--- src/rtl/hilo_pkg.sv ---
// Shared types and constants for the HI/LO multiply/divide sequencer.
// The HILO_DIV_EN build option compiles the iterative divider in.
package hilo_pkg;

  typedef enum logic [2:0] {
    OpMult  = 3'b000,
    OpMultu = 3'b001,
    OpDiv   = 3'b010,
    OpDivu  = 3'b011,
    OpMthi  = 3'b100,
    OpMtlo  = 3'b101,
    OpRsv6  = 3'b110,
    OpRsv7  = 3'b111
  } hilo_op_t;

  typedef enum logic [1:0] {
    StIdle,
    StMul,
    StDiv
  } hilo_state_t;

  // 32 iteration edges plus one sign fix-up edge.
  localparam int unsigned DIV_LAT = 33;

  localparam hilo_op_t OP_MTHI = OpMthi;
  localparam hilo_op_t OP_MTLO = OpMtlo;

  function automatic logic [31:0] cond_neg(input logic [31:0] v, input logic neg);
    return neg ? (~v + 32'd1) : v;
  endfunction

endpackage

--- src/rtl/div_iter.sv ---
// Restoring divider: one quotient bit per cycle on magnitudes, then a
// combinational sign fix-up while valid is high. Built only with HILO_DIV_EN.
module div_iter
  import hilo_pkg::*;
(
  input  logic        clk,
  input  logic        rst_n,
  input  logic        start,
  input  logic        flush,
  input  logic        is_signed,
  input  logic [31:0] dividend,
  input  logic [31:0] divisor,
  output logic        valid,
  output logic [31:0] quotient,
  output logic [31:0] remainder
);

  logic        run_q, run_d;
  logic [5:0]  cnt_q, cnt_d;
  logic [31:0] rem_q, rem_d;
  logic [31:0] quo_q, quo_d;
  logic [31:0] dsr_q, dsr_d;
  logic [31:0] dvd_raw_q, dvd_raw_d;
  logic        negq_q, negq_d;
  logic        negr_q, negr_d;
  logic        dz_q, dz_d;
  logic [32:0] trial;

  // quo_q starts as the dividend magnitude; its MSB shifts into the
  // remainder while quotient bits shift in from the bottom.
  assign trial = {rem_q, quo_q[31]} - {1'b0, dsr_q};

  always_comb begin
    run_d     = run_q;
    cnt_d     = cnt_q;
    rem_d     = rem_q;
    quo_d     = quo_q;
    dsr_d     = dsr_q;
    dvd_raw_d = dvd_raw_q;
    negq_d    = negq_q;
    negr_d    = negr_q;
    dz_d      = dz_q;
    if (flush) begin
      run_d = 1'b0;
    end else if (start) begin
      run_d     = 1'b1;
      cnt_d     = 6'(DIV_LAT - 1);
      rem_d     = '0;
      quo_d     = cond_neg(dividend, is_signed & dividend[31]);
      dsr_d     = cond_neg(divisor, is_signed & divisor[31]);
      dvd_raw_d = dividend;
      negq_d    = is_signed & (dividend[31] ^ divisor[31]);
      negr_d    = is_signed & dividend[31];
      dz_d      = (divisor == 32'd0);
    end else if (run_q) begin
      if (cnt_q != 6'd0) begin
        cnt_d = cnt_q - 6'd1;
        if (!trial[32]) begin
          rem_d = trial[31:0];
          quo_d = {quo_q[30:0], 1'b1};
        end else begin
          rem_d = {rem_q[30:0], quo_q[31]};
          quo_d = {quo_q[30:0], 1'b0};
        end
      end else begin
        run_d = 1'b0;
      end
    end
  end

  always_ff @(posedge clk) begin
    if (!rst_n) begin
      run_q     <= 1'b0;
      cnt_q     <= '0;
      rem_q     <= '0;
      quo_q     <= '0;
      dsr_q     <= '0;
      dvd_raw_q <= '0;
      negq_q    <= 1'b0;
      negr_q    <= 1'b0;
      dz_q      <= 1'b0;
    end else begin
      run_q     <= run_d;
      cnt_q     <= cnt_d;
      rem_q     <= rem_d;
      quo_q     <= quo_d;
      dsr_q     <= dsr_d;
      dvd_raw_q <= dvd_raw_d;
      negq_q    <= negq_d;
      negr_q    <= negr_d;
      dz_q      <= dz_d;
    end
  end

  assign valid = run_q && (cnt_q == 6'd0);
  // 0x80000000 / -1 needs no special case: negating 0x80000000 yields itself.
  assign quotient  = dz_q ? 32'hFFFF_FFFF : cond_neg(quo_q, negq_q);
  assign remainder = dz_q ? dvd_raw_q : cond_neg(rem_q, negr_q);

endmodule

--- src/rtl/hilo_seq.sv ---
// HI/LO sequencer: fixed-latency multiply, mthi/mtlo, and (with HILO_DIV_EN)
// an iterative divide; without HILO_DIV_EN div/divu act as reserved no-ops.
module hilo_seq
  import hilo_pkg::*;
#(
  parameter int unsigned MUL_LAT = 4
) (
  input  logic        clk,
  input  logic        rst_n,
  input  logic        start,
  input  logic [2:0]  op,
  input  logic [31:0] a,
  input  logic [31:0] b,
  input  logic        cancel,
  output logic        busy,
  output logic        done,
  output logic [31:0] hi,
  output logic [31:0] lo
);

  hilo_state_t state_q, state_d;
  logic [3:0]  cnt_q, cnt_d;
  logic [31:0] hi_q, hi_d;
  logic [31:0] lo_q, lo_d;
  logic [31:0] a_q, a_d;
  logic [31:0] b_q, b_d;
  logic        sgn_q, sgn_d;
  logic        done_q, done_d;
  logic [63:0] mul_a, mul_b, prod;
  hilo_op_t    op_e;

  assign op_e  = hilo_op_t'(op);
  // Extending to 64 bits makes one truncated multiply serve both signednesses.
  assign mul_a = {{32{sgn_q & a_q[31]}}, a_q};
  assign mul_b = {{32{sgn_q & b_q[31]}}, b_q};
  assign prod  = mul_a * mul_b;

`ifdef HILO_DIV_EN
  logic        div_start;
  logic        div_valid;
  logic [31:0] div_quo, div_rem;

  div_iter u_div_iter (
    .clk       (clk),
    .rst_n     (rst_n),
    .start     (div_start),
    .flush     (cancel),
    .is_signed (op_e == OpDiv),
    .dividend  (a),
    .divisor   (b),
    .valid     (div_valid),
    .quotient  (div_quo),
    .remainder (div_rem)
  );

  assign div_start = (state_q == StIdle) && start && !cancel &&
                     ((op_e == OpDiv) || (op_e == OpDivu));
`endif

  always_comb begin
    state_d = state_q;
    cnt_d   = cnt_q;
    hi_d    = hi_q;
    lo_d    = lo_q;
    a_d     = a_q;
    b_d     = b_q;
    sgn_d   = sgn_q;
    done_d  = 1'b0;
    case (state_q)
      StIdle: begin
        if (start && !cancel) begin
          case (op_e)
            OpMult, OpMultu: begin
              state_d = StMul;
              cnt_d   = 4'(MUL_LAT - 1);
              a_d     = a;
              b_d     = b;
              sgn_d   = (op_e == OpMult);
            end
`ifdef HILO_DIV_EN
            OpDiv, OpDivu: begin
              state_d = StDiv;
            end
`endif
            OP_MTHI: begin
              hi_d   = a;
              done_d = 1'b1;
            end
            OP_MTLO: begin
              lo_d   = a;
              done_d = 1'b1;
            end
            default: begin
              done_d = 1'b1;
            end
          endcase
        end
      end
      StMul: begin
        if (cancel) begin
          state_d = StIdle;
        end else if (cnt_q == 4'd0) begin
          hi_d    = prod[63:32];
          lo_d    = prod[31:0];
          done_d  = 1'b1;
          state_d = StIdle;
        end else begin
          cnt_d = cnt_q - 4'd1;
        end
      end
      StDiv: begin
`ifdef HILO_DIV_EN
        if (cancel) begin
          state_d = StIdle;
        end else if (div_valid) begin
          hi_d    = div_rem;
          lo_d    = div_quo;
          done_d  = 1'b1;
          state_d = StIdle;
        end
`else
        state_d = StIdle;
`endif
      end
      default: begin
        state_d = StIdle;
      end
    endcase
  end

  always_ff @(posedge clk) begin
    if (!rst_n) begin
      state_q <= StIdle;
      cnt_q   <= '0;
      hi_q    <= '0;
      lo_q    <= '0;
      a_q     <= '0;
      b_q     <= '0;
      sgn_q   <= 1'b0;
      done_q  <= 1'b0;
    end else begin
      state_q <= state_d;
      cnt_q   <= cnt_d;
      hi_q    <= hi_d;
      lo_q    <= lo_d;
      a_q     <= a_d;
      b_q     <= b_d;
      sgn_q   <= sgn_d;
      done_q  <= done_d;
    end
  end

  assign busy = (state_q != StIdle);
  assign done = done_q;
  assign hi   = hi_q;
  assign lo   = lo_q;

  // Issue while busy is dropped by the FSM; flag it as a protocol error.
  assert property (@(posedge clk) disable iff (!rst_n) !(start && busy))
    else $warning("hilo_seq: start while busy ignored");

endmodule

--- config.mk ---
export PLATFORM = sky130hd
export DESIGN_NAME = hilo_seq
export DESIGN_NICKNAME = d
export VERILOG_FILES = /design/src/rtl/hilo_pkg.sv /design/src/rtl/div_iter.sv /design/src/rtl/hilo_seq.sv
export SDC_FILE = /design/constraint.sdc
export NUM_CORES = 2
export LEC_CHECK = 0
export BUFFER_PORTS_ARGS = -buffer_cell sky130_fd_sc_hd__buf_2
export CAP_MARGIN = 20
export CORE_UTILIZATION = 65
export DETAILED_ROUTE_END_ITERATION = 10
export PLACE_DENSITY_LB_ADDON = 0.1
export RECOVER_POWER = 25
export SLEW_MARGIN = 20
export SYNTH_ARGS = -nofsm -noshare
export SYNTH_HDL_FRONTEND = slang
export SYNTH_SLANG_ARGS = --single-unit
--- constraint.sdc ---
create_clock -name clk -period 20.1 [get_ports clk]
set_input_delay 0 -clock clk [delete_from_list [all_inputs] [get_ports clk]]
set_output_delay 0 -clock clk [all_outputs]
set_load 0.02 [all_outputs]
# Yosys cells after proc, flatten, opt, wreduce, memory -nomap -nowiden

Index checks and enable logic that the tools add are counted.

Flip-flop bits (word level): 136
Input bits: 71
Logic and storage cells: 62

$add $sub $neg: 1
$mul: 1
Eq/ne operators: 12
Muxes and demuxes: 25
Bitwise operators: 2
Reduce and logical (&&, ||, !) cells: 13

Operators with widths:

| operator              | number |
|---|---|
| $mux W32              | 8 |
| $pmux W32 S2          | 2 |
| $mul A33 B33 Y64      | 1 |
| $mux W4               | 4 |
| $reduce_and A5 Y1     | 3 |
| $mux W2               | 4 |
| $ne A2 B2 Y1 const B  | 4 |
| $pmux W4 S2           | 1 |
| $eq A3 B3 Y1 const B  | 2 |
| $ne A2 B1 Y1 const B  | 3 |
| $reduce_and A3 Y1     | 2 |
| $logic_not A4 Y1      | 1 |
| $mux W1               | 4 |
| $pmux W2 S2           | 1 |
| $reduce_bool A2 Y1    | 2 |
| $sub A4 B1 Y4 const B | 1 |
| $eq A3 B1 Y1 const B  | 1 |
| $logic_not A3 Y1      | 1 |
| $ne A3 B3 Y1 const B  | 1 |
| $and A1 B1 Y1         | 2 |
| $eq A2 B1 Y1 const B  | 1 |
| $logic_not A2 Y1      | 1 |
| $pmux W1 S2           | 1 |
| $reduce_or A2 Y1      | 1 |
| other kinds (2)       | 2 |

# Logic depth before layout (Yosys ltp)

Depth after elaboration: 5
Mapped depth: 30
Mapped depth without buffers: 27

# Worst setup path before layout

No wires, ideal clock.

Path type: register -> register
From: register a_q[31]
To: register hi_q[24], in the netlist hi[24]
Setup time: 122 ps
Arrival time: 7787 ps
Setup slack: 12191 ps
Stages on the path, launching flop included: 31
Clock period less this slack: 7909 ps
Path through: dfxtp_1 -> clkbuf_1 -> and2_1 -> clkbuf_1 -> nand2_1 -> inv_1 -> fa_1 -> inv_1 -> fa_1 -> inv_1 -> fa_1 -> fa_1 -> inv_1 -> fa_1 -> inv_1 -> fa_1 -> inv_1 -> fa_1 -> fa_1 -> inv_1 -> ha_1 -> clkbuf_1 -> a21o_1 -> a21o_1 -> a21o_1 -> a21oi_1 -> o21bai_1 -> a31o_2 -> a211o_1 -> a21boi_0 -> a21oi_1

Cells in the longest elaborated chain, start to end: 5

Ends and longest elaborated chain:

| element                  | RTL line        | text |
|---|---|---|
| start: declaration       | hilo_seq.sv:25  | `logic [31:0] a_q, a_d;` |
| start signal: assignment | hilo_seq.sv:137 | `a_q <= '0;` |
| start signal: assignment | hilo_seq.sv:146 | `a_q <= a_d;` |
| $and A1 B1 Y1            | hilo_seq.sv:34  | `assign mul_a = {{32{sgn_q & a_q[31]}}, a_q};` |
| $mul A33 B33 Y64 (*)     | hilo_seq.sv:36  | `assign prod = mul_a * mul_b;` |
| $mux W32 (*)             | hilo_seq.sv:102 | `end else if (cnt_q == 4'd0) begin` |
| $mux W32 (*)             | hilo_seq.sv:100 | `if (cancel) begin` |
| $pmux W32 S2 (*)         | hilo_seq.sv:69  | `case (state_q)` |
| end signal: assignment   | hilo_seq.sv:144 | `hi_q <= hi_d;` |
| end: declaration         | hilo_seq.sv:23  | `logic [31:0] hi_q, hi_d;` |

Every way passes the cells marked *; elsewhere a longest branch is shown, timed or not. The select of a mux whose other input is x is not followed.
A chain may end at the register's enable or synchronous reset.

# Worst setup path in the final report

From: register a_q[31]
To: register hi_q[27], in the netlist hi[27]

Same word-level chain as after synthesis.

==> key figures <==
Place
  • Post-DP HPWL: 93.5 mm
  • Cells after DPL: 5,653
  • Final GP Congestion: 0.980
  • Post-DP Area: 0.0445 mm²
  • Number of port buffers: 136
  • Pre-CTS setup slack: ~11,000 ps

Timing
  • Final setup fails: 0
  • Slew Limit Fails: 0
  • Hold Fails Final Rpt: 0
  • RSZ-0062 raised after global routing: no
  • Transition time of the tightest slew-check pin: 1010 ps
  • Final worst slack: 10,630 ps
  • Slew HR: 0.325
  • Fin Hold WS: 15.0 ps
  • Layout Skew: 22.1 ps
  • Max Freq: 106 MHz
  • Setup TNS: 0 ps
  • Final worst-path cycle share: 0.471
  • Post-route minimum period: 9470 ps

Finish
  • Fin cells: approximately 5,800
  • Nets: 6,284
  • Area of the multi-input gates: roughly 0.035 mm²
  • Fin area: 0.0457 mm²
  • Layout area overhead: 5.78%
  • Fill cells: 5,326
  • Share of cells above drive strength 1: 0.0456
  • Post-layout util: 0.695
  • Sequential cell area: 0.00271 mm²

Synth
  • Synth Net Count: around 6,300
  • Synth top area share: 0.521
  • Async set-reset flop share out of synthesis: 0
  • Top cells by area, synth: fa_1 (52%), inv_1 (9.8%), nand2_1 (7.9%), dfxtp_1 (6.3%), ha_1 (6.2%)
  • Top FF cell, synth: dfxtp_1
  • Yosys cell types: 68
  • Post-synth EDFFs: 0
  • Yosys top cell by area: fa_1
  • Syn Area/Cell: 8.88 µm²
  • Post-synthesis cell count: between 4,000 and 5,000
  • Mapped cell area: 0.0432 mm²
  • Register area share after synthesis: 0.0625
  • Post-synthesis register bit count: ~140
  • Warnings, synthesis: 0

Floorplanning
  • Core footprint: ~0.066 mm²
  • Row count: 94
  • Die X: 260 µm
  • Initial Util: 0.657
  • # IOs: 137
  • Die Y: 260 µm
  • Die area: 0.0675 mm²

Route
  • Wire length per cell after detailed routing: 20.9 µm
  • Residual DRC count: 0
  • Top layer in use: met5
  • First drt pass iteration count: 6
  • Vias: 33,000
  • Detail Route met2 WL: 59.8 mm
  • Via density per instance: roughly 5.7
  • DRT Wirelength: 120 mm
  • Drt initial violations: about 2,500
  • Antenna viol nets, final: 0
  • WL met3: 8.60 mm
  • Metal-1 WL: between 40 and 50 mm

Worst setup path
  • Crit-path max FO: 52
  • Reg2Reg Launch Point: a_q[31]$_SDFFE_PN0P_
  • CP endpoint kind: flip-flop
  • CP max stage delay: about 700 ps
  • R2r setup slk: 10,630 ps
  • Crit Path Class: flip-flop to flip-flop
  • CP delay by family, top: adder cells
  • CP bufs+invs: 6
  • Reg2reg path depth: 26
  • Worst Path Required: between 20,000 and 25,000 ps
  • Reg-to-reg endpoint: hi[27]$_SDFFE_PN0P_
  • Crit path launch type: flip-flop
  • Most frequent cell on the critical path: fa_1
  • Worst Path Arrival: 9760 ps
  • Slowest cell on the critical path: o31ai_1

Clock tree
  • CTS Root Cell: clkbuf_16
  • Clock net sink count: around 140
  • Reg clk slew, reported paths: around 80 ps
  • Post-CTS Setup Bufs: 0
  • Resize count post-CTS: 0
  • Htree depth: 4
  • CTS Hold Bufs: 66
  • Worst-Skew Late Latency: 450 ps
  • CTS tree: done
  • Num CTS Buffers: 17
  • Max Buffers Root-to-Sink: 2

Flow run
  • Max Cap Viol: 0

Worst hold path
  • Hold depth: 5
  • HP Class: primary input to flip-flop
  • Hold_sp: start
  • Hold EP: done$_SDFF_PN0_

GRT
  • Antenna violations before repair: 6
  • Pin count of the biggest net entering global routing: 88
  • Overall global routing resource usage: 0.378
  • Vias in the first global route: 35,100
  • GR Overflow Total: 0
  • First-pass GRT wire length: 193 mm

Power
  • Leak: 22.7 nW
  • Clk pwr share: 0.449
  • Power, Total: ~0.75 mW
  • Sw Ratio: 0.352
  • Maximum VDD drop: between 0.05 and 0.06 mV
  • Gate power share: 0.178
  • Sequential share of power: 0.373
  • Internal power: 0.486 mW
  • Switch Pwr: between 0.2 and 0.3 mW
  • Power Density: approximately 16 mW/mm²

Status
  • Outcome: completed
## flip-flops by register name (all words and copies together) (netlist names)
| register | count |
|---|---|
| cnt_q | 4 |
| lo | 32 |
| done | 1 |
| hi | 32 |
| sgn_q | 1 |
| state_q | 1 |
| b_q | 32 |
| a_q | 32 |
## placed cells by master (no fill, tap or decap), types with 25 or more instances in the layout
master	instances
nor3_1	25
dlygate4sd3_1	66
ha_1	214
o21ai_0	75
inv_1	1131
dfxtp_1	132
buf_2	86
nor2_1	91
xnor2_1	50
and2_1	347
a21oi_1	182
fa_1	1125
nand2_1	908
a21o_1	35
buf_4	76
clkbuf_1	50
## power by group through the flow
| stage | Clock [mW] | Sequential, mW | Combinational [mW] |
|---|---|---|---|
| after floorplan | 0 | 0.288 | 0.0635 |
| after global placement | 0 | 0.285 | 0.119 |
| after detailed placement | 0 | 0.285 | 0.120 |
| after CTS | 0.336 | 0.279 | 0.131 |
| after global routing | 0.346 | 0.280 | 0.141 |
| final | 0.337 | 0.279 | 0.133 |
## cell families (layout without fill, tap and decap cells)
group,after synthesis,count (layout),share of synthesized area
AND/OR/NAND/NOR,1465,1465,0.154
buffers and inverters,1420,1442,0.123
XOR/XNOR,71,71,0.0144
other,0,4,0
flip-flops,135,135,0.0625
AO/OA/AOI/OAI,425,425,0.0603
multiplexers,10,10,0.00232
adder cells (fa/ha/maj),1339,1339,0.583
## how the worst max path moves through the flow
stage                                     end  slack [ps]            startpoint  cells past startpoint
after global placement    hi[23]$_SDFFE_PN0P_       11030  a_q[31]$_SDFFE_PN0P_                     26
after detailed placement  hi[23]$_SDFFE_PN0P_       10850  a_q[31]$_SDFFE_PN0P_                     26
after floorplan           hi[24]$_SDFFE_PN0P_       12190  a_q[31]$_SDFFE_PN0P_                     30
after global routing      hi[27]$_SDFFE_PN0P_       10060  a_q[31]$_SDFFE_PN0P_                     26
final                     hi[27]$_SDFFE_PN0P_       10630  a_q[31]$_SDFFE_PN0P_                     26
after CTS                 hi[27]$_SDFFE_PN0P_       10760  a_q[31]$_SDFFE_PN0P_                     26
## per-layer routing
metal,track usage,vias up
met5,0,-
met4,0.215,2
met3,0.0432,414
met2,0.642,1471
met1,0.471,17000
li1,-,14200
## worst reg2reg max path, stage by stage (launching register included)
cell and delay [ps]:
dfxtp_1 330, buf_4 400, and2_1 620, nand2_1 200, inv_1 160, fa_1 490
fa_1 630, fa_1 500, inv_1 400, fa_1 510, inv_1 90, fa_1 440
fa_1 510, fa_1 490, inv_1 50, fa_1 480, inv_1 40, ha_1 330
a21oi_1 310, o21ai_0 180, a2111oi_0 510, o21ai_0 170, o31ai_1 700, o211ai_1 300
a21oi_1 250, xor2_1 160, o22ai_1 90
## synth_stat cells (35+ instances only)
cell type  instances
a21o_1            35
a21oi_1          182
and2_1           347
clkbuf_1         280
dfxtp_1          135
fa_1            1125
ha_1             214
inv_1           1131
nand2_1          909
nor2_1            91
o21ai_0           75
xnor2_1           50
## layout make-up
class	instances	share of cell area
multi-input cells	3310	0.770
clock buffers	17	0.00931
well taps	864	0.0237
inverters	1132	0.0930
flip-flops and latches	135	0.0592
repair buffers	278	0.0405
clock inverters	15	0.00435
diodes	4	0.000219
No activity file was read; power rests on OpenSTA's default activity.
